## src/rtl/pot_scheduler_if.sv

```systemverilog
// Pot scheduler bus: CIA1 pot select, control-port pot inputs, SID pot outputs.
// The master modport drives select and pot inputs; the slave (scheduler) publishes.
interface pot_scheduler_if;
    logic [1:0] sel;
    logic [7:0] p1_potx;
    logic [7:0] p1_poty;
    logic [7:0] p2_potx;
    logic [7:0] p2_poty;
    logic [7:0] pot_x;
    logic [7:0] pot_y;
    logic       sample_strobe;
    logic       phase;

    modport master (
        output sel, p1_potx, p1_poty, p2_potx, p2_poty,
        input  pot_x, pot_y, sample_strobe, phase
    );

    modport slave (
        input  sel, p1_potx, p1_poty, p2_potx, p2_poty,
        output pot_x, pot_y, sample_strobe, phase
    );
endinterface

```

## src/rtl/pot_scheduler.sv

```systemverilog
// SID pot sampling scheduler: 256-tick DISCHARGE then 256-tick COUNT, values
// captured at DISCHARGE exit and published at COUNT exit.
// Optional feature macro POT_SEL_GUARD_EN: skip a publish when sel changed
// during COUNT.
module pot_scheduler #(
    parameter logic [7:0] RESET_POT = 8'hFF
) (
    input  logic            clk_sys,
    input  logic            reset_n,
    input  logic            ce_1m,
    pot_scheduler_if.slave  bus
);

    typedef enum logic {StDischarge = 1'b0, StCount = 1'b1} state_e;

    state_e     state_q, state_d;
    logic [7:0] cnt_q, cnt_d;
    logic [7:0] shadow_x_q, shadow_x_d;
    logic [7:0] shadow_y_q, shadow_y_d;
    logic [7:0] pot_x_q, pot_x_d;
    logic [7:0] pot_y_q, pot_y_d;
    logic       strobe_q, strobe_d;
    logic [7:0] cap_x, cap_y;
`ifdef POT_SEL_GUARD_EN
    logic       guard_q, guard_d;
    logic [1:0] sel_cap_q, sel_cap_d;
    logic       sel_change;
`endif

    // Select the pot pair to capture; both ports wired-AND like the real lines.
    always_comb begin
        cap_x = 8'hFF;
        cap_y = 8'hFF;
        unique case (bus.sel)
            2'b01: begin cap_x = bus.p1_potx;                cap_y = bus.p1_poty;                end
            2'b10: begin cap_x = bus.p2_potx;                cap_y = bus.p2_poty;                end
            2'b11: begin cap_x = bus.p1_potx & bus.p2_potx;  cap_y = bus.p1_poty & bus.p2_poty;  end
            2'b00: begin cap_x = 8'hFF;                      cap_y = 8'hFF;                      end
        endcase
    end

    // Next-state: phase sequencing, capture and publish on ce_1m ticks only.
    always_comb begin
        state_d    = state_q;
        cnt_d      = cnt_q;
        shadow_x_d = shadow_x_q;
        shadow_y_d = shadow_y_q;
        pot_x_d    = pot_x_q;
        pot_y_d    = pot_y_q;
        strobe_d   = 1'b0;
`ifdef POT_SEL_GUARD_EN
        guard_d    = guard_q;
        sel_cap_d  = sel_cap_q;
        sel_change = (bus.sel != sel_cap_q);
`endif
        if (ce_1m) begin
            unique case (state_q)
                StDischarge: begin
                    if (cnt_q == 8'hFF) begin
                        state_d    = StCount;
                        cnt_d      = 8'd0;
                        shadow_x_d = cap_x;
                        shadow_y_d = cap_y;
`ifdef POT_SEL_GUARD_EN
                        guard_d    = 1'b0;
                        sel_cap_d  = bus.sel;
`endif
                    end else begin
                        cnt_d = cnt_q + 8'd1;
                    end
                end
                StCount: begin
                    if (cnt_q == 8'hFF) begin
                        state_d = StDischarge;
                        cnt_d   = 8'd0;
`ifdef POT_SEL_GUARD_EN
                        guard_d = 1'b0;
                        if (!(guard_q || sel_change)) begin
                            pot_x_d  = shadow_x_q;
                            pot_y_d  = shadow_y_q;
                            strobe_d = 1'b1;
                        end
`else
                        pot_x_d  = shadow_x_q;
                        pot_y_d  = shadow_y_q;
                        strobe_d = 1'b1;
`endif
                    end else begin
                        cnt_d = cnt_q + 8'd1;
`ifdef POT_SEL_GUARD_EN
                        if (sel_change) guard_d = 1'b1;
`endif
                    end
                end
            endcase
        end
    end

    // State register with asynchronous active-low reset.
    always_ff @(posedge clk_sys or negedge reset_n) begin
        if (!reset_n) begin
            state_q    <= StDischarge;
            cnt_q      <= 8'd0;
            shadow_x_q <= RESET_POT;
            shadow_y_q <= RESET_POT;
            pot_x_q    <= RESET_POT;
            pot_y_q    <= RESET_POT;
            strobe_q   <= 1'b0;
`ifdef POT_SEL_GUARD_EN
            guard_q    <= 1'b0;
            sel_cap_q  <= 2'b00;
`endif
        end else begin
            state_q    <= state_d;
            cnt_q      <= cnt_d;
            shadow_x_q <= shadow_x_d;
            shadow_y_q <= shadow_y_d;
            pot_x_q    <= pot_x_d;
            pot_y_q    <= pot_y_d;
            strobe_q   <= strobe_d;
`ifdef POT_SEL_GUARD_EN
            guard_q    <= guard_d;
            sel_cap_q  <= sel_cap_d;
`endif
        end
    end

    assign bus.pot_x         = pot_x_q;
    assign bus.pot_y         = pot_y_q;
    assign bus.sample_strobe = strobe_q;
    assign bus.phase         = state_q;

endmodule
```

## src/flat_wrapper.sv

```systemverilog
// flat-port wrapper written by rule: the top's interface ports become plain ports
module pot_scheduler_flat 
#(
    parameter logic [7:0] RESET_POT = 8'hFF
)
  (clk_sys, reset_n, ce_1m, bus_sel, bus_p1_potx, bus_p1_poty, bus_p2_potx, bus_p2_poty, bus_pot_x, bus_pot_y, bus_sample_strobe, bus_phase);
  pot_scheduler_if bus_i ();
  input  logic clk_sys;
  input  logic reset_n;
  input  logic ce_1m;
  input wire logic [$bits(bus_i.sel)-1:0] bus_sel;
  input wire logic [$bits(bus_i.p1_potx)-1:0] bus_p1_potx;
  input wire logic [$bits(bus_i.p1_poty)-1:0] bus_p1_poty;
  input wire logic [$bits(bus_i.p2_potx)-1:0] bus_p2_potx;
  input wire logic [$bits(bus_i.p2_poty)-1:0] bus_p2_poty;
  output wire logic [$bits(bus_i.pot_x)-1:0] bus_pot_x;
  output wire logic [$bits(bus_i.pot_y)-1:0] bus_pot_y;
  output wire logic [$bits(bus_i.sample_strobe)-1:0] bus_sample_strobe;
  output wire logic [$bits(bus_i.phase)-1:0] bus_phase;
  assign bus_i.sel = bus_sel;
  assign bus_i.p1_potx = bus_p1_potx;
  assign bus_i.p1_poty = bus_p1_poty;
  assign bus_i.p2_potx = bus_p2_potx;
  assign bus_i.p2_poty = bus_p2_poty;
  assign bus_pot_x = bus_i.pot_x;
  assign bus_pot_y = bus_i.pot_y;
  assign bus_sample_strobe = bus_i.sample_strobe;
  assign bus_phase = bus_i.phase;
  pot_scheduler #(.RESET_POT(RESET_POT)) u_core (.clk_sys(clk_sys), .reset_n(reset_n), .ce_1m(ce_1m), .bus(bus_i));
endmodule
```

## config.mk

```make
export PLATFORM = sky130hd
export DESIGN_NAME = pot_scheduler_flat
export DESIGN_NICKNAME = d
export VERILOG_FILES = /design/src/rtl/pot_scheduler_if.sv /design/src/rtl/pot_scheduler.sv /design/src/flat_wrapper.sv
export SDC_FILE = /design/constraint.sdc
export NUM_CORES = 1
export LEC_CHECK = 0
export CORE_UTILIZATION = 48
export CTS_CLUSTER_DIAMETER = 150
export DETAILED_ROUTE_END_ITERATION = 6
export GPL_TIMING_DRIVEN = 0
export PLACE_DENSITY = 0.8
export REMOVE_ABC_BUFFERS = 1
export SETUP_SLACK_MARGIN = 0.5
export SKIP_LAST_GASP = 1
export SLEW_MARGIN = 30
export SYNTH_ARGS = -nofsm -noshare
export SYNTH_HDL_FRONTEND = slang
export SYNTH_SLANG_ARGS = --single-unit
```

## constraint.sdc

```tcl
create_clock -name clk_sys -period 2.55 [get_ports clk_sys]
set_clock_uncertainty 0.2 [all_clocks]
set_input_delay 0.6375 -clock clk_sys [delete_from_list [all_inputs] [get_ports clk_sys]]
set_output_delay 0.6375 -clock clk_sys [all_outputs]
set_load 0.01 [all_outputs]
```

Yosys cells after proc, flatten, opt, wreduce, memory -nomap -nowiden
Index checks and enable logic that the tools add are counted.
{"block": "totals", "ff_bits": 42, "output_inout_bits": 18, "word_cells": 26}
{"block": "classes", "muxes": 8, "n_reduce_logical": 3, "n_eq_ne": 4, "bitwise_logic": 3, "addsub": 1}
{"cell": "8-bit case mux with 4 select lines", "count": 2}
{"cell": "8-bit AND", "count": 2}
{"cell": "8-bit by 1-bit adder with 8-bit output (second input constant)", "count": 1}
{"cell": "8-bit equality test (second input constant)", "count": 1}
{"cell": "8-bit 2-to-1 mux", "count": 1}
{"cell": "3-bit AND reduction", "count": 2}
{"cell": "2-bit equality test (second input constant)", "count": 2}
{"cell": "1-bit 2-to-1 mux", "count": 4}
{"cell": "2-bit by 1-bit equality test with 1-bit output (second input constant)", "count": 1}
{"cell": "2-bit zero test", "count": 1}
{"cell": "1-bit case mux with 2 select lines", "count": 1}
{"cell": "1-bit inverter", "count": 1}

Logic depth before layout (Yosys ltp)
Gate-level depths: netlist of the first run.
{"block": "logic_depth", "ltp_word": 4, "depth_mapped": 5}

Least setup slack after synthesis of the first run
OpenSTA, ideal clock, no wires.
{"block": "synth_timing", "path_kind": "input to register", "start": "input ce_1m", "end": "register u_core.shadow_x_q[1]", "slack_ns": 0.384, "arrival_ns": 1.883, "cell_stages": 5, "path_cell_list": "clkbuf_1 > nand2_1 > nor4_4 > buf_6 > mux2_2"}
{"block": "synth_via", "elab_chain_cells": 1}
{"element": "start: declaration", "line": "flat_wrapper.sv:10", "rtl": "input logic ce_1m;"}
{"element": "3-bit AND reduction (no source line)"}
{"element": "end signal: assignment", "line": "pot_scheduler.sv:116", "rtl": "shadow_x_q <= shadow_x_d;"}
{"element": "end: declaration", "line": "pot_scheduler.sv:18", "rtl": "logic [7:0] shadow_x_q, shadow_x_d;"}
No other way between the ends.
A chain may end at the register's enable or synchronous reset.

Worst setup path after layout of the first run
{"block": "layout_timing", "start": "register u_core.strobe_q (netlist: u_core.bus.sample_strobe)", "end": "output bus_sample_strobe"}
{"element": "start: declaration", "line": "pot_scheduler.sv:22", "rtl": "logic strobe_q, strobe_d;"}
{"element": "start signal: assignment", "line": "pot_scheduler.sv:120", "rtl": "strobe_q <= strobe_d;"}
{"element": "end: declaration", "line": "flat_wrapper.sv:18", "rtl": "output wire logic [$bits(bus_i.sample_strobe)-1:0] bus_sample_strobe;"}
No word-level cell between the ends.

==> out/results.tsv, run 1 <==
metric	value	unit
status	complete, no violations	
First-pass DRT Iterations	4	
reg2reg end	u_core.shadow_x_q[5]$_DFFE_PN1P_	
pin count of the biggest net entering global routing	23	
hold buffer count at CTS	0	
chip height	66.9	um
share of post-route cells with drive strength above 1	38.8	%
Sink Count	42	
clk slew on worst S/H paths	80	ps
Required @ worst endpoint	1710	ps
CTS tree	done	
Vias/cell	5.09	
FF-to-FF Start	u_core.cnt_q[0]$_DFFE_PN0P_	
register area	1090	um2
Worst R2R Setup Slack	660	ps
Finished Core Util	68.9	%
Max Clock Freq	508	MHz
EDFF count, synth	0	
cts bufs inserted	5	
Multi-input gate area	777	um2
async set or reset register ratio after synthesis	100	%
H-tree Lvls	2	
Min-Delay Path Class	primary input to asynchronous set/reset pin	
largest cells by area after synthesis	dfstp_2 42%, mux2_2 18%, dfrtp_1 12%, inv_1 6.3%, a22oi_1 5.9%	
most frequent cells after synthesis	34 x inv_1, 33 x mux2_2, 32 x dfstp_2	
fin. max-slew vios	0	
IO Port Bufs	54	
maximum fanout along the worst path	1	
area leader, netlist	dfstp_2	
Worst setup SP type	flop	
Root Driver	clkbuf_8	
initial antenna violation count	0	
worst-margin pin slew	695	ps
GR Overflow Total	0	
MaxCap Viol Count	0	
Hold Violations, Final	0	
# rows	23	
die width	66.9	um
Core ar.	4030	um2
gr usage total	20.1	%
flop and latch count out of synthesis	42	
Antenna diodes	0	
Ys Warns	0	
via count	1410	
vias in the first global route	1422	
CP bufs+invs	1	
Clock Path Buffers	2	
critical path's largest stage delay	520	ps
worst r2r path cells	6	
largest family of logic cells by synthesized area	multiplexers	
Synth Area in Compound Gates	8.92	%
Syn Inst Count	166	
RSZ-0062 raised after global routing	false	
Starting Density	50.2	%
post-synthesis sequential area ratio	54.0	%
Setup Crit Path Kind	flop to output port	
Starting DRT DRC Count	68	
delay-heaviest family, CP	buffers and inverters	
setup TNS	0	ps
syn_area_per_cell	12.2	um2
Layout area overhead	37.3	%
Slew HR	53.6	%
die area	4470	um2
most common cell in the netlist	inv_1	
setup violators final	0	
Peak supply drop	0.000450	V
crit path cell chain	clkdlybuf4s50_1	
Final Net Count	265	
post-DP HPWL	2740	um
area share of the largest cell type after synthesis	41.6	%
crit path max-delay cell type	clkdlybuf4s50_1	
wire per inst	14.3	um
adder-cell share of the synthesized area	1.24	%
Synth Area in Simple Gates	7.43	%
io pins	55	
mux contribution to synthesized area	18.9	%
DRC Markers	0	
global-route wire length before repair	6620	um
GPL Wtd Cong	0.768	
Hold Slack	110	ps
post-synthesis xor/xnor area fraction	1.30	%
antenna viol nets, final	0	
Worst Path Arrival	1130	ps
layout filler cell count	303	
Unique masters post-synth	27	
Post-Synthesis Cell Area	2020	um2
crit path time final	1970	ps
Worst Setup End Kind	output port	
DRT Wirelength	3950	um
final worst path period share	77.3	%
leakage power	1.32	nW
ys flop type	dfstp_2	
clk_lat worst skew	280	ps
pwr dens	565	nW/um2
-- cells in the final DEF (no fill, tap or decap), drive strengths merged, types with 3 or more instances in the layout --
master / n
a22oi: 16
inv: 34
mux2: 34
dfstp: 32
and2: 3
xnor2: 3
nand2: 4
nand3: 6
buf: 7
dfrtp: 10
clkbuf: 6
clkdlybuf4s50: 33
dlygate4sd2: 18
-- registers in the layout, summed over array words and instances, names as in the netlist --
name,count
u_core.bus.pot_x,8
u_core.bus.pot_y,8
u_core.cnt_q,8
u_core.shadow_x_q,8
u_core.shadow_y_q,8
u_core.bus.phase,1
u_core.bus.sample_strobe,1
-- where the power goes --
| part | switching [mW] | internal, mW | total (mW) |
|---|---|---|---|
| registers | 0.0866 | 0.718 | 0.804 |
| logic | 0.120 | 0.140 | 0.260 |
| clock network | 0.211 | 0.292 | 0.503 |
-- worst max-delay path by stage --
stage | startpoint | to | slack (ps) | cells past startpoint
global route | ce_1m | u_core.shadow_y_q[2]$_DFFE_PN1P_ | 500 | 6
CTS | bus_sel[0] | u_core.shadow_y_q[4]$_DFFE_PN1P_ | 530 | 3
floorplan | u_core.cnt_q[0]$_DFFE_PN0P_ | u_core.shadow_x_q[0]$_DFFE_PN1P_ | 410 | 4
detailed placement | ce_1m | u_core.bus.pot_y[0]$_DFFE_PN1P_ | -310 | 4
global placement | ce_1m | u_core.shadow_y_q[2]$_DFFE_PN1P_ | -560 | 4
finish | u_core.bus.sample_strobe$_DFF_PN0_ | bus_sample_strobe | 580 | 1
-- metrics by stage --
step / cell area [um2] / setup slack (ps) / total power [mW] / std cells
global placement: 2590 / -559 / 1.03 / 263
detailed placement: 2630 / -308 / 1.05 / 266
floorplan: 1980 / 409 / 0.928 / 159
CTS: 2760 / 527 / 1.56 / 277
global route: 2770 / 505 / 1.65 / 277
finish: 2770 / 580 / 1.57 / 277
-- repair_timing --
item	4_1_cts	5_1_grt
pin swaps	2	0
gates resized for setup	23	5
setup endpoints to repair	49	8
setup buffers	3	0
-- kinds of logic (layout without fill, tap and decap cells) --
family	after synthesis	count (layout)
DFF	42	42
buffers and inverters	41	102
muxes	34	34
AOI/OAI and AO/OA	25	25
and+or+nand+nor	19	19
xor gates and xnor gates	3	3
adders and majority gates	2	2
-- final cells by class --
type | count | share of cell area [%]
inverter | 34 | 4.60
sequential | 42 | 39.5
multi-input combinational | 83 | 28.0
clock inverter | 2 | 1.35
tap | 50 | 2.26
timing repair buffer | 60 | 21.7
clock buffer | 6 | 2.62
-- per-layer routing --
metal | up-vias | part of all wire, % | global-route usage, %
met3 | 4 | 3.9 | 3.08
met5 | - | 0 | 0
met4 | 0 | 1.1 | 6.38
met1 | 685 | 42 | 24.0
li1 | 689 | - | -
met2 | 32 | 53 | 36.5
Power figures use the tool's default switching activity.
==> run 2, diff against run 1 <==
Clock period 2.55 ns to 1.9 ns, I/O delays scaled along.
==> out/results.tsv, run 2 (synthesized netlist as in run 1, its figures left out) <==
metric	value	unit
status	complete, no violations	
io pins	55	
DRC Markers	0	
cts bufs inserted	5	
Antenna diodes	0	
commonest cells after routing, fill and taps aside	34 x inv_1, 32 x clkdlybuf4s50_1, 32 x dfstp_2	
# rows	23	
pwr dens	729	nW/um2
Root Driver	clkbuf_8	
IO Port Bufs	54	
First-pass DRT Iterations	5	
GPL Wtd Cong	0.768	
Starting DRT DRC Count	76	
final worst path period share	94.3	%
DRT Wirelength	5100	um
setup TNS	0	ps
Core ar.	4030	um2
chip height	66.9	um
fin. max-slew vios	0	
Hold Slack	257	ps
crit path cell chain	ha_4, nand3_4, nor4_4, buf_6, buf_8, mux2_4	
vias in the first global route	1571	
gr usage total	23.7	%
Hold Violations, Final	0	
Required @ worst endpoint	1920	ps
pin count of the biggest net entering global routing	23	
Slew HR	55.6	%
critical path's largest stage delay	410	ps
crit path time final	1790	ps
CTS tree	done	
Setup Crit Path Kind	flop to flop	
MaxCap Viol Count	0	
worst-margin pin slew	666	ps
Min-Delay Path Class	primary input to asynchronous set/reset pin	
clk slew on worst S/H paths	80	ps
GR Overflow Total	0	
leakage power	1.44	nW
cell area after layout	3180	um2
via count	1564	
FF-to-FF Start	u_core.cnt_q[0]$_DFFE_PN0P_	
global-route wire length before repair	7710	um
commonest non-fill, non-tap cell in the layout	inv_1	
setup violators final	0	
Vias/cell	5.23	
post-DP HPWL	2740	um
Worst setup SP type	flop	
Peak supply drop	0.000943	V
die area	4470	um2
RSZ-0062 raised after global routing	true	
Clock Path Buffers	2	
Starting Density	50.2	%
critical path startpoint	u_core.cnt_q[0]$_DFFE_PN0P_	
crit path max-delay cell type	dfrtp_2	
delay-heaviest family, CP	flip-flops	
Tot Pwr	2.32	mW
Sink Count	42	
Final Net Count	287	
die width	66.9	um
wire per inst	17.1	um
Worst Setup End Kind	flop	
Layout area overhead	57.5	%
clk_lat worst skew	290	ps
Worst Path Arrival	1810	ps
cell area after placement	2630	um2
share of post-route cells with drive strength above 1	54.6	%
Max Clock Freq	558	MHz
initial antenna violation count	0	
CP bufs+invs	2	
maximum fanout along the worst path	7	
H-tree Lvls	2	
antenna viol nets, final	0	
-- run 2: area by class of cell --
type / instances / area (um2)
Fill cell: 236 / 847
Clock buffer: 6 / 72.6
Multi-Input combinational cell: 83 / 933
Inverter: 34 / 128
Clock inverter: 2 / 37.5
Timing Repair Buffer: 82 / 850
Tap cell: 50 / 62.6
Sequential cell: 42 / 1100
-- run 2: path summary, 6_finish.rpt --
path | endpoint | slack (ps) | depth (start not counted)
setup / recovery | u_core.shadow_y_q[2]$_DFFE_PN1P_ | 110 | 6
hold / removal | u_core.shadow_x_q[6]$_DFFE_PN1P_ | 260 | 1
setup reg to reg | u_core.shadow_y_q[2]$_DFFE_PN1P_ | 110 | 6
hold reg to reg | u_core.cnt_q[2]$_DFFE_PN0P_ | 340 | 1
max in group asynchronous | u_core.cnt_q[3]$_DFFE_PN0P_ | 640 | 2
min in group clk_sys | u_core.cnt_q[0]$_DFFE_PN0P_ | 310 | 2
-- run 2: metal layers --
layer	global-route usage [%]	share of wire, %	vias to the layer above
met5	0	0	-
met4	9.31	0.76	0
met3	3.60	3.6	5
met2	39.4	52	44
met1	30.9	44	789
li1	-	-	726
-- run 2: report_power, final --
group,total [mW],internal [mW],leakage (nW),switching (mW)
Sequential,1.07,0.968,0.446,0.103
Combinational,0.558,0.292,0.945,0.266
Clock,0.690,0.392,0.0514,0.298
-- run 2: repair_timing --
item                                    4_1_cts  5_1_grt
buffers inserted                             18        5
hold buffers                                  1        0
gates resized for setup                     137       15
endpoints found under the setup margin       60       56
cloned                                        1        0
pin swaps                                     5        3
endpoints found under the hold margin         2        0
-- run 2: metrics by stage --
stage	setup WS [ps]	cells	util, %
floorplan	-241	159	-
global placement	-1050	263	64.2
detailed placement	-796	266	65.2
CTS	179	294	76.7
global route	56.0	299	79.0
finish	108	299	79.0
